`config.mk`:
```
export PLATFORM = sky130hd
export DESIGN_NAME = imm_decode_stage
export DESIGN_NICKNAME = d
export VERILOG_FILES = /design/src/rtl/rv_pkg.sv /design/src/rtl/imm_extract.sv /design/src/rtl/imm_decode_stage.sv
export SDC_FILE = /design/constraint.sdc
export NUM_CORES = 1
export LEC_CHECK = 0
export ABC_AREA = 1
export BUFFER_PORTS_ARGS = -buffer_cell sky130_fd_sc_hd__buf_2
export CORE_ASPECT_RATIO = 1.75
export CORE_MARGIN = 3
export CORE_UTILIZATION = 40
export CTS_CLUSTER_SIZE = 20
export DETAILED_ROUTE_END_ITERATION = 8
export PLACE_DENSITY_LB_ADDON = 0.3
export SYNTH_ARGS = -nofsm -noshare
export SYNTH_HDL_FRONTEND = slang
export SYNTH_HIERARCHICAL = 1
export SYNTH_SLANG_ARGS = --single-unit
```
`constraint.sdc`:
```
create_clock -name clk -period 3.2 [get_ports clk]
set_input_delay 0.32 -clock clk [delete_from_list [all_inputs] [get_ports clk]]
set_output_delay 0.32 -clock clk [all_outputs]
set_load 0.01 [all_outputs]
```
`src/rtl/rv_pkg.sv`:
```
// Shared RISC-V decode definitions: base opcodes and the immediate format code
// used by the ID-stage immediate decoder.
package rv_pkg;

    localparam logic [6:0] OPC_LOAD    = 7'b0000011;
    localparam logic [6:0] OPC_OPIMM   = 7'b0010011;
    localparam logic [6:0] OPC_OPIMM32 = 7'b0011011;
    localparam logic [6:0] OPC_JALR    = 7'b1100111;
    localparam logic [6:0] OPC_SYSTEM  = 7'b1110011;
    localparam logic [6:0] OPC_STORE   = 7'b0100011;
    localparam logic [6:0] OPC_BRANCH  = 7'b1100011;
    localparam logic [6:0] OPC_LUI     = 7'b0110111;
    localparam logic [6:0] OPC_AUIPC   = 7'b0010111;
    localparam logic [6:0] OPC_JAL     = 7'b1101111;
    localparam logic [6:0] OPC_OP      = 7'b0110011;
    localparam logic [6:0] OPC_OP32    = 7'b0111011;

    typedef enum logic [2:0] {
        FMT_R = 3'd0,
        FMT_I = 3'd1,
        FMT_S = 3'd2,
        FMT_B = 3'd3,
        FMT_U = 3'd4,
        FMT_J = 3'd5
    } imm_fmt_e;

endpackage

```
`src/rtl/imm_extract.sv`:
```
// Combinational immediate extractor.
// Ports:
//   instr   - raw 32-bit instruction word
//   imm     - XLEN-wide sign/zero-extended immediate (0 for R-format/illegal)
//   fmt     - immediate format classification
//   illegal - opcode not recognised
module imm_extract
    import rv_pkg::*;
#(
    parameter int unsigned XLEN = 64
) (
    input  logic [31:0]     instr,
    output logic [XLEN-1:0] imm,
    output imm_fmt_e        fmt,
    output logic            illegal
);

    logic [6:0] opcode;
    logic       is_shift;

    assign opcode   = instr[6:0];
    // funct3 001 (sll) and 101 (srl/sra) carry a shift amount, not an immediate
    assign is_shift = (instr[13:12] == 2'b01);

    always_comb begin
        imm     = '0;
        fmt     = FMT_R;
        illegal = 1'b0;
        case (opcode)
            OPC_LOAD, OPC_JALR, OPC_SYSTEM: begin
                fmt = FMT_I;
                imm = XLEN'($signed(instr[31:20]));
            end
            OPC_OPIMM: begin
                fmt = FMT_I;
                if (is_shift)
                    imm = (XLEN == 64) ? XLEN'(instr[25:20]) : XLEN'(instr[24:20]);
                else
                    imm = XLEN'($signed(instr[31:20]));
            end
            OPC_OPIMM32: begin
                fmt = FMT_I;
                if (is_shift)
                    imm = XLEN'(instr[24:20]);
                else
                    imm = XLEN'($signed(instr[31:20]));
            end
            OPC_STORE: begin
                fmt = FMT_S;
                imm = XLEN'($signed({instr[31:25], instr[11:7]}));
            end
            OPC_BRANCH: begin
                fmt = FMT_B;
                imm = XLEN'($signed({instr[31], instr[7], instr[30:25], instr[11:8], 1'b0}));
            end
            OPC_LUI, OPC_AUIPC: begin
                fmt = FMT_U;
                imm = XLEN'($signed({instr[31:12], 12'b0}));
            end
            OPC_JAL: begin
                fmt = FMT_J;
                imm = XLEN'($signed({instr[31], instr[19:12], instr[20], instr[30:21], 1'b0}));
            end
            OPC_OP, OPC_OP32: begin
                fmt = FMT_R;
            end
            default: begin
                illegal = 1'b1;
            end
        endcase
    end

endmodule

```
`src/rtl/imm_decode_stage.sv`:
```
// Registered immediate-decode stage: decodes the immediate and format of the
// incoming instruction, computes pc + imm, and holds the result in a two-slot
// skid buffer (main drives the outputs, skid absorbs one extra entry) so both
// sides can stall independently at full throughput.
// Ports:
//   clk, reset_n      - clock, asynchronous active-low reset
//   flush             - synchronous kill of all buffered entries
//   in_valid/in_ready - upstream handshake; in_ready is !skid occupancy
//   in_instr, in_pc   - instruction word and its pc
//   out_valid/out_ready - downstream handshake
//   out_imm, out_fmt, out_target, out_pc, out_illegal - decoded entry
module imm_decode_stage
    import rv_pkg::*;
#(
    parameter int unsigned XLEN = 64
) (
    input  logic            clk,
    input  logic            reset_n,
    input  logic            flush,
    input  logic            in_valid,
    output logic            in_ready,
    input  logic [31:0]     in_instr,
    input  logic [XLEN-1:0] in_pc,
    output logic            out_valid,
    input  logic            out_ready,
    output logic [XLEN-1:0] out_imm,
    output logic [2:0]      out_fmt,
    output logic [XLEN-1:0] out_target,
    output logic [XLEN-1:0] out_pc,
    output logic            out_illegal
);

    typedef struct packed {
        logic [XLEN-1:0] imm;
        imm_fmt_e        fmt;
        logic            illegal;
        logic [XLEN-1:0] pc;
        logic [XLEN-1:0] target;
    } slot_t;

    logic [XLEN-1:0] dec_imm;
    imm_fmt_e        dec_fmt;
    logic            dec_illegal;
    slot_t           dec;

    slot_t main_q;
    slot_t skid_q;
    logic  main_valid;
    logic  skid_valid;
    logic  push;
    logic  pop;

    imm_extract #(
        .XLEN(XLEN)
    ) u_extract (
        .instr  (in_instr),
        .imm    (dec_imm),
        .fmt    (dec_fmt),
        .illegal(dec_illegal)
    );

    always_comb begin
        dec.imm     = dec_imm;
        dec.fmt     = dec_fmt;
        dec.illegal = dec_illegal;
        dec.pc      = in_pc;
        dec.target  = in_pc + dec_imm;
    end

    assign in_ready = !skid_valid;
    assign push     = in_valid && in_ready;
    assign pop      = main_valid && out_ready;

    always_ff @(posedge clk or negedge reset_n) begin
        if (!reset_n) begin
            main_q     <= '0;
            skid_q     <= '0;
            main_valid <= 1'b0;
            skid_valid <= 1'b0;
        end else if (flush) begin
            // flush also swallows a same-cycle push
            main_valid <= 1'b0;
            skid_valid <= 1'b0;
        end else if (pop) begin
            // skid full implies in_ready=0, so no push can coincide here
            if (skid_valid) begin
                main_q     <= skid_q;
                skid_valid <= 1'b0;
            end else if (push) begin
                main_q <= dec;
            end else begin
                main_valid <= 1'b0;
            end
        end else if (push) begin
            if (!main_valid) begin
                main_q     <= dec;
                main_valid <= 1'b1;
            end else begin
                skid_q     <= dec;
                skid_valid <= 1'b1;
            end
        end
    end

    assign out_valid   = main_valid;
    assign out_imm     = main_q.imm;
    assign out_fmt     = main_q.fmt;
    assign out_illegal = main_q.illegal;
    assign out_pc      = main_q.pc;
    assign out_target  = main_q.target;

endmodule

```
Word level (Yosys, flattened, before mapping)
Cells that the tools add are included.
- register bits after elaboration: 394
- latch bits: 0
- memory bits (writable): 0
- bits in read-only memories: 0
- bits of input ports: 101
- memories: 0
- add/subtract/negate cells: 1
- $mul: 0
- div/mod/pow operators: 0
- $lt $le $gt $ge: 0
- equality and inequality tests: 16
- shift operators: 0
- muxes and demuxes: 19
- bitwise operators: 2
- reduce and logical (&&, ||, !) cells: 15
- operator list (kind ; number):
    two-way mux 196 bit ; 5
    case mux 64 bit (7 select lines) ; 1
    two-way mux 64 bit ; 2
    adder 64 bit ; 1
    equality test 7 x 6 -> 1 bit, second input constant ; 4
    equality test 7 bit, second input constant ; 4
    equality test 7 x 5 -> 1 bit, second input constant ; 3
    case mux 3 bit (5 select lines) ; 1
    OR reduction 12 bit ; 1
    two-way mux 1 bit ; 10
    AND reduction 4 bit ; 2
    equality test 7 x 2 -> 1 bit, second input constant ; 1
    != test 3 bit, second input constant ; 2
    nonzero test 3 bit ; 2
    OR reduction 5 bit ; 1
    nonzero test 2 bit ; 2
    AND reduction 3 bit ; 1
    OR reduction 3 bit ; 1
    equality test 2 x 1 -> 1 bit, second input constant ; 1
    logical AND 1 bit ; 2
    != test 2 x 1 -> 1 bit, second input constant ; 1
    inverter 1 bit ; 2
    AND reduction 2 bit ; 1
    OR reduction 2 bit ; 1
    zero test 1 bit ; 1

Depth between registers and ports, before layout
Gate-level depths: netlist of the first run.
- word-level depth: 7
- gate-level depth with buffers: 25
- depth with buffers taken out: 24

Modules after synthesis
Netlist of the first run, hierarchy kept.
- modules (own cells, without submodules) (module ; instances ; cells each ; area an instance (um^2) ; sequential area each (um^2)):
    imm_decode_stage ; 1 ; 3242 ; 22152.5 ; 9859.5
    imm_extract ; 1 ; 316 ; 1493.9 ; 0.0

Worst setup path before layout of the first run
No wires, ideal clock.
- kind: input port to flip-flop
- start: input in_instr[4]
- end: register main_q, in the netlist out_target[60]
- setup time: 0.117 ns
- arrival time: 2.994 ns
- data required time: 3.083 ns
- setup slack: 0.090 ns
- cell stages on the path: 21
- buffers on the path: 2
- path through: inv_1 > nand2_2 > inv_1 > nand2_1 > nor2_1 > buf_4 > nor2_1 > nand2_1 > buf_4 > ha_1 > nand2_1 > nor2_1 > inv_1 > nor3_1 > nand2_1 > nor3_2 > nand2_1 > nand3_1 > nand3_1 > nand2_1 > nand2_1
- RTL lines (what ; line ; text):
    start: declaration ; imm_decode_stage.sv:22 ; input logic [31:0] in_instr,
    end signal: assignment ; imm_decode_stage.sv:87 ; main_q <= skid_q;
    end: declaration ; imm_decode_stage.sv:46 ; slot_t main_q;

==> impl_metrics.env, run 1 <==
export IMPL_run_status="finished clean"
export IMPL_port_buffers=298
export IMPL_vias=23800
export IMPL_drt_iter0_markers=1464
export IMPL_stdcell_area_um2=29600
export IMPL_synth_xor_xnor_area_share_pct=1.07
export IMPL_crit_fanout=23
export IMPL_cts_setup_buffers=0
export IMPL_cts_made_buffers=41
export IMPL_antenna_cells=0
export IMPL_worstMarginPinSlew_ps=817
export IMPL_ys_types=35
export IMPL_grt_pass1_vias=23400
export IMPL_cts_root_buf="clkbuf_16"
export IMPL_critPathLaunchType="primary input"
export IMPL_max_slew_margin_pct=45.5
export IMPL_syn_nets=3723
export IMPL_rsz0062_at_grt="no"
export IMPL_period_share_pct=91.6
export IMPL_powerDensity_nw_per_um2=499
export IMPL_power_leakage_nw=16.7
export IMPL_drive_above_1_share_pct=17.0
export IMPL_firstDrtPassIters=6
export IMPL_finalMaxSlewViolations=0
export IMPL_totalWireLength_um=87300
export IMPL_clock_sinks=394
export IMPL_crit_type="in -> reg"
export IMPL_clk_path_buf_depth=3
export IMPL_muxShareOfSynthArea_pct=0
export IMPL_start_util_pct=40.5
export IMPL_final_common_cell="nand2_1"
export IMPL_synth_cells=3558
export IMPL_grt_overflow=0
export IMPL_synth_top_family_by_area="simple AND/OR/NAND/NOR gates"
export IMPL_ys_ff_latch=394
export IMPL_core_area_um2=58400
export IMPL_synthArstFlopShare_pct=100
export IMPL_finalSetupViolCount=0
export IMPL_track_usage_pct=28.0
export IMPL_syn_cell_area_um2=23600
export IMPL_syn_to_final_growth_pct=25.0
export IMPL_placementRows=117
export IMPL_holdCritPathClass="in -> reg"
export IMPL_yosysSeqAreaShare_pct=41.7
export IMPL_fin_nets=4245
export IMPL_insertion_delay_ps=590
export IMPL_grt_max_degree=106
export IMPL_setup_worst_path_end_class="flip-flop"
export IMPL_die_area_um2=62200
export IMPL_die_x_um=190
export IMPL_antenna_found_initial=2
export IMPL_drv_cap=0
export IMPL_layout_min_cycle_time_ps=2930
export IMPL_die_h_um=328
export IMPL_clock_fmax_mhz=341
export IMPL_max_vdd_ir_drop_uv=367
export IMPL_syn_avg_cell_area_um2=6.65
export IMPL_wl_per_cell_um=17.9
export IMPL_ios=299
export IMPL_clock_skew_ps=31.1
export IMPL_fin_setup_tns_ps=0
export IMPL_synth_edf_count=0
export IMPL_ant_nets=0
export IMPL_placed_area_um2=27800
export IMPL_cts_clk_slew_worst_paths_ps=60
export IMPL_ys_flop_type="dfrtp_1"
export IMPL_layout_common_cells="nand2_1, dfrtp_1, inv_1"
export IMPL_synth_simple_area_share_pct=36.5
export IMPL_gp_congestion=1.01
export IMPL_ys_warn_count=6
export IMPL_cts_tree="done"
export IMPL_required_ps=3670
export IMPL_rrSetupSlack_ps=870
export IMPL_yosys_area_share_adder_pct=3.42
export IMPL_dp_hpwl_um=66400
export IMPL_drc=0
export IMPL_finalHoldViolCount=0
export IMPL_vias_per_cell=4.87
export IMPL_cp_arrival_ps=3400
export IMPL_grt_pass1_wl_um=134000
export IMPL_ctsHtreeMaxLevel=2
export IMPL_synth_compound_area_share_pct=7.09
worst paths after layout:
path	from	to	cells after the start
hold / removal	in_pc[60]	skid_q[124]	3
max in group asynchronous	reset_n	skid_q[70]	3
hold reg to reg	skid_q[173]	skid_q[173]	2
min in group asynchronous	reset_n	skid_q[60]	2
setup reg to reg	skid_valid	out_imm[8]	9
setup / recovery	in_instr[4]	out_target[56]	22
power breakdown:
part / internal, W / switching (W)
sequential: 0.00601 / 0.000573
clock: 0.00262 / 0.00212
combinational: 0.00138 / 0.00206
critical path, cell delays in order:
cell     delay, ps
buf_2          130
inv_1           60
nand2_2        100
nor2_4          60
buf_4          140
nand3_2         80
nand2_1         60
nor2_1         170
nand2_4        120
buf_12         180
ha_1           380
buf_4          130
nand2_1         80
nor2_1         180
nand2_1        160
nor2_1         320
and2_1         180
nand2_1        100
nand3_1        170
nand3_1        100
nand2_1         70
nand2_1         50
synth_stat cells, types with 4 or more instances:
library cell     n  share of area (%)
buf_2           54                1.1
clkbuf_1        67                1.1
inv_1          388                6.2
ha_1            63                3.3
o21a_1           7               0.22
o211ai_1         6               0.19
xor2_1           8               0.30
a21oi_1         70                1.5
buf_1            5              0.079
o21ai_1          7               0.15
nand2_2          5               0.13
nor3_1          12               0.25
dfrtp_1        394                 42
nand3_1        151                3.2
o21ai_0         51                1.1
a31oi_1        145                3.8
nor3_2           4               0.17
nor2_1         358                5.7
nand4_1          5               0.13
nand2_1       1655                 26
inv_2            4              0.063
nor2_2           6               0.16
xnor2_1         21               0.78
buf_4           49                1.6
nand3b_1         6               0.19
layout make-up:
cell class                 instances  area [um2]
tap                              773         967
clock buffer                      59        1160
sequential                       394        9860
inverter                         392        1480
clock inverter                    10         110
fill                            5962       28900
timing repair buffer             657        4570
multi-input combinational       2594       11400
routing by layer:
metal,GRT usage [%],wire length (um),vias up
met3,2.80,3230,193
met4,16.1,6030,4
met2,52.1,45800,643
li1,-,-,11900
met1,30.6,32200,11000
met5,0,29,-
what timing repair did:
item	in CTS	in global routing
resized for setup	0	2
endpoints found under the setup margin	0	2
hold endpoints to repair	132	0
hold buffers	48	0
registers in the layout, summed over array words and instances, names as in the netlist:
name / count
skid_q: 196
out_imm: 64
out_pc: 64
out_target: 64
out_fmt: 3
out_illegal: 1
out_valid: 1
skid_valid: 1
kinds of logic after synthesis:
kind of cell               count (synthesis)
and+or+nand+nor                         2211
buffers and inverters                    570
AOI/OAI and AO/OA                        290
adders and majority gates                 64
xor gates and xnor gates                  29
DFF                                      394
per-stage QoR:
step                      instances  hold slack [ps]  power, W  util [%]  worst slack [ps]
after floorplan                3558             24.4   0.00835         -              89.9
after global routing           4879             24.7    0.0156      50.6              14.4
after detailed placement       4762              432    0.0101      47.6              -289
after CTS                      4879            0.790    0.0149      50.6               323
final                          4879             29.9    0.0148      50.6               270
after global placement         4762              434    0.0100      47.6              -307
Power figures use the tool's default switching activity.
==> run 2, diff against run 1 <==
--- a/config.mk
+++ b/config.mk
@@ -5,7 +5,6 @@
 export SDC_FILE = /design/constraint.sdc
 export NUM_CORES = 1
 export LEC_CHECK = 0
-export ABC_AREA = 1
 export BUFFER_PORTS_ARGS = -buffer_cell sky130_fd_sc_hd__buf_2
 export CORE_ASPECT_RATIO = 1.75
 export CORE_MARGIN = 3
==> run 2 against run 1 <==
The flow now finishes with violations (setup timing). Maximum frequency shrank 20%. Clock-buffer cell count shrank 6. Flip-flop and latch count is the same. Final area grew 0.72%. Utilization grew 6.9 points. Combinational power grew 1%. Worst hold slack lost 9.6 ps. Synthesized cell count shrank 27%. Clock power grew 4.9%.
==> impl_metrics.env, run 2 <==
export IMPL_antenna_found_initial=3
export IMPL_worstMarginPinSlew_ps=828
export IMPL_holdCritPathClass="in -> reg"
export IMPL_internal_power_w=0.0103
export IMPL_die_area_um2=55500
export IMPL_fillCellCount=4665
export IMPL_vias_per_cell=5.35
export IMPL_synth_area_leaders="dfrtp_1, nand2_1, a31oi_1, nor2_1, ha_1"
export IMPL_fin_cells=3919
export IMPL_required_ps=3650
export IMPL_fin_setup_tns_ps=-19960
export IMPL_cts_root_buf="clkbuf_16"
export IMPL_largest_reg_flops=196
export IMPL_seq_power_share_pct=43.4
export IMPL_yosysSeqAreaShare_pct=46.8
export IMPL_synthArstFlopShare_pct=100
export IMPL_final_common_cell="nand2_1"
export IMPL_placementRows=110
export IMPL_layout_common_cells="nand2_1, dfrtp_1, buf_4"
export IMPL_cp_arrival_ps=4130
export IMPL_port_buffers=298
export IMPL_ys_flop_type="dfrtp_1"
export IMPL_grt_pass1_vias=21400
export IMPL_drc=0
export IMPL_powerDensity_nw_per_um2=501
export IMPL_ys_ff_latch=394
export IMPL_ys_types=73
export IMPL_drv_cap=0
export IMPL_totalWireLength_um=76100
export IMPL_fin_ws_ps=-479
export IMPL_synth_most_common_cell="nand2_1"
export IMPL_finalMaxSlewViolations=0
export IMPL_placed_area_um2=26100
export IMPL_wl_per_cell_um=19.4
export IMPL_grt_max_degree=106
export IMPL_fin_util_pct=57.5
export IMPL_clock_sinks=394
export IMPL_start_util_pct=40.7
export IMPL_rrSetupSlack_ps=970
export IMPL_clk_path_buf_depth=3
export IMPL_insertion_delay_ps=560
export IMPL_clock_skew_ps=34.0
export IMPL_synth_cells=2608
export IMPL_ctsHtreeMaxLevel=2
export IMPL_run_status="complete, but fails checks"
export IMPL_grt_pass1_wl_um=119000
export IMPL_syn_to_final_growth_pct=41.4
export IMPL_period_share_pct=115
export IMPL_core_area_um2=51700
export IMPL_power_leakage_nw=14.6
export IMPL_synth_edf_count=0
export IMPL_critPathLaunchType="primary input"
export IMPL_firstDrtPassIters=7
export IMPL_crit_fanout=5
export IMPL_vias=21000
export IMPL_drive_above_1_share_pct=33.5
export IMPL_finalHoldViolCount=0
export IMPL_stdcell_area_um2=29800
export IMPL_grt_overflow=0
export IMPL_netlist_top_cells_count="nand2_1, dfrtp_1, nor2_1"
export IMPL_synth_top_area_share_pct=46.8
export IMPL_gp_congestion=0.958
export IMPL_drt_iter0_markers=1189
export IMPL_track_usage_pct=26.5
export IMPL_syn_nets=2773
export IMPL_max_vdd_ir_drop_uv=527
export IMPL_finalSetupViolCount=87
export IMPL_switching_share_pct=31.1
export IMPL_cts_clk_slew_worst_paths_ps=70
export IMPL_fin_nets=3382
export IMPL_ant_nets=0
export IMPL_max_slew_margin_pct=44.6
export IMPL_die_h_um=309
export IMPL_power_switching_w=0.00464
export IMPL_p_comb_share_pct=23.3
export IMPL_layout_min_cycle_time_ps=3680
export IMPL_antenna_cells=0
export IMPL_cts_made_buffers=40
export IMPL_ys_warn_count=6
export IMPL_crit_type="in -> reg"
export IMPL_p_clk_share_pct=33.3
export IMPL_ios=299
export IMPL_clock_fmax_mhz=272
export IMPL_dp_hpwl_um=54200
export IMPL_die_x_um=179
export IMPL_dp_cells=3768
export IMPL_rsz0062_at_grt="yes"
export IMPL_syn_cell_area_um2=21100
export IMPL_regMostFlops="skid_q"
export IMPL_setup_worst_path_end_class="flip-flop"
export IMPL_yosys_area_top_type="dfrtp_1"
export IMPL_cts_tree="done"
export IMPL_syn_avg_cell_area_um2=8.07
export IMPL_violations="setup timing"
## run 2: metal layers
layer  global-route usage [%]  wire, um  up-vias
met5                        0        31        -
met1                     29.6     28200    10200
met3                     3.38      3590      199
met4                     13.8      4810        4
met2                     49.4     39500      662
li1                         -         -     9929
## run 2: repair_timing
action	in CTS	in global routing
hold endpoints to repair	79	0
hold buffers	8	0
endpoints found under the setup margin	95	101
pin swaps	75	65
gates resized for setup	222	85
gates cloned	2	1
buffers inserted	58	24
## run 2: power groups by stage
stage	sequential [W]	combinational [W]	clock, W
2_1_floorplan	0.00668	0.00144	0
3_3_place_gp	0.00650	0.00314	0
3_5_place_dp	0.00655	0.00322	0
4_1_cts	0.00647	0.00343	0.00508
5_1_grt	0.00659	0.00383	0.00525
6_report	0.00648	0.00348	0.00497
## run 2: area by class of cell
class	count	area (um2)	share of cell area [%]
multi-input cells	1993	12000	40.3
clock buffers	53	1130	3.80
clock inverters	19	243	0.815
repair buffers	770	5640	18.9
inverters	18	67.6	0.227
well taps	672	841	2.82
flip-flops and latches	394	9860	33.1
## run 2: worst paths after layout
kind / from / to / cells after the start
max in group asynchronous: reset_n / skid_q[163] / 3
min in group asynchronous: reset_n / out_imm[22] / 2
min reg2reg: skid_q[131] / skid_q[131] / 2
min: in_pc[53] / skid_q[117] / 3
max: in_instr[6] / out_target[61] / 18
max reg2reg: skid_valid / out_imm[35] / 7
## run 2: logic make-up (layout without fill, tap and decap cells)
group | Yosys count | count (layout) | share of synthesized area (%)
AOI/OAI and AO/OA | 526 | 527 | 15.9
buffers and inverters | 222 | 860 | 4.68
adders and majority gates | 64 | 64 | 3.84
muxes | 16 | 16 | 0.808
and+or+nand+nor | 1322 | 1322 | 25.2
xor gates and xnor gates | 64 | 64 | 2.66
DFF | 394 | 394 | 46.8
## run 2: worst max-delay path, stage by stage
cell and delay, ps:
buf_6 100, or4b_4 570, o32ai_4 250, buf_6 140, nor3_4 50, buf_12 130
nor2b_4 130, ha_4 230, a21oi_2 160, o211ai_1 170, a21oi_2 290, a211oi_2 110
a211o_2 350, a31o_4 240, a211oi_4 250, o221a_2 270, xnor2_2 70, a221o_1 290
## run 2: per-stage QoR
stage / setup slack [ps] / hold slack (ps) / power, W
2_1_floorplan: -892 / 24.4 / 0.00812
3_3_place_gp: -1290 / 395 / 0.00964
3_5_place_dp: -1370 / 394 / 0.00977
4_1_cts: -474 / 0.236 / 0.0150
5_1_grt: -581 / 21.3 / 0.0157
6_report: -479 / 20.3 / 0.0149
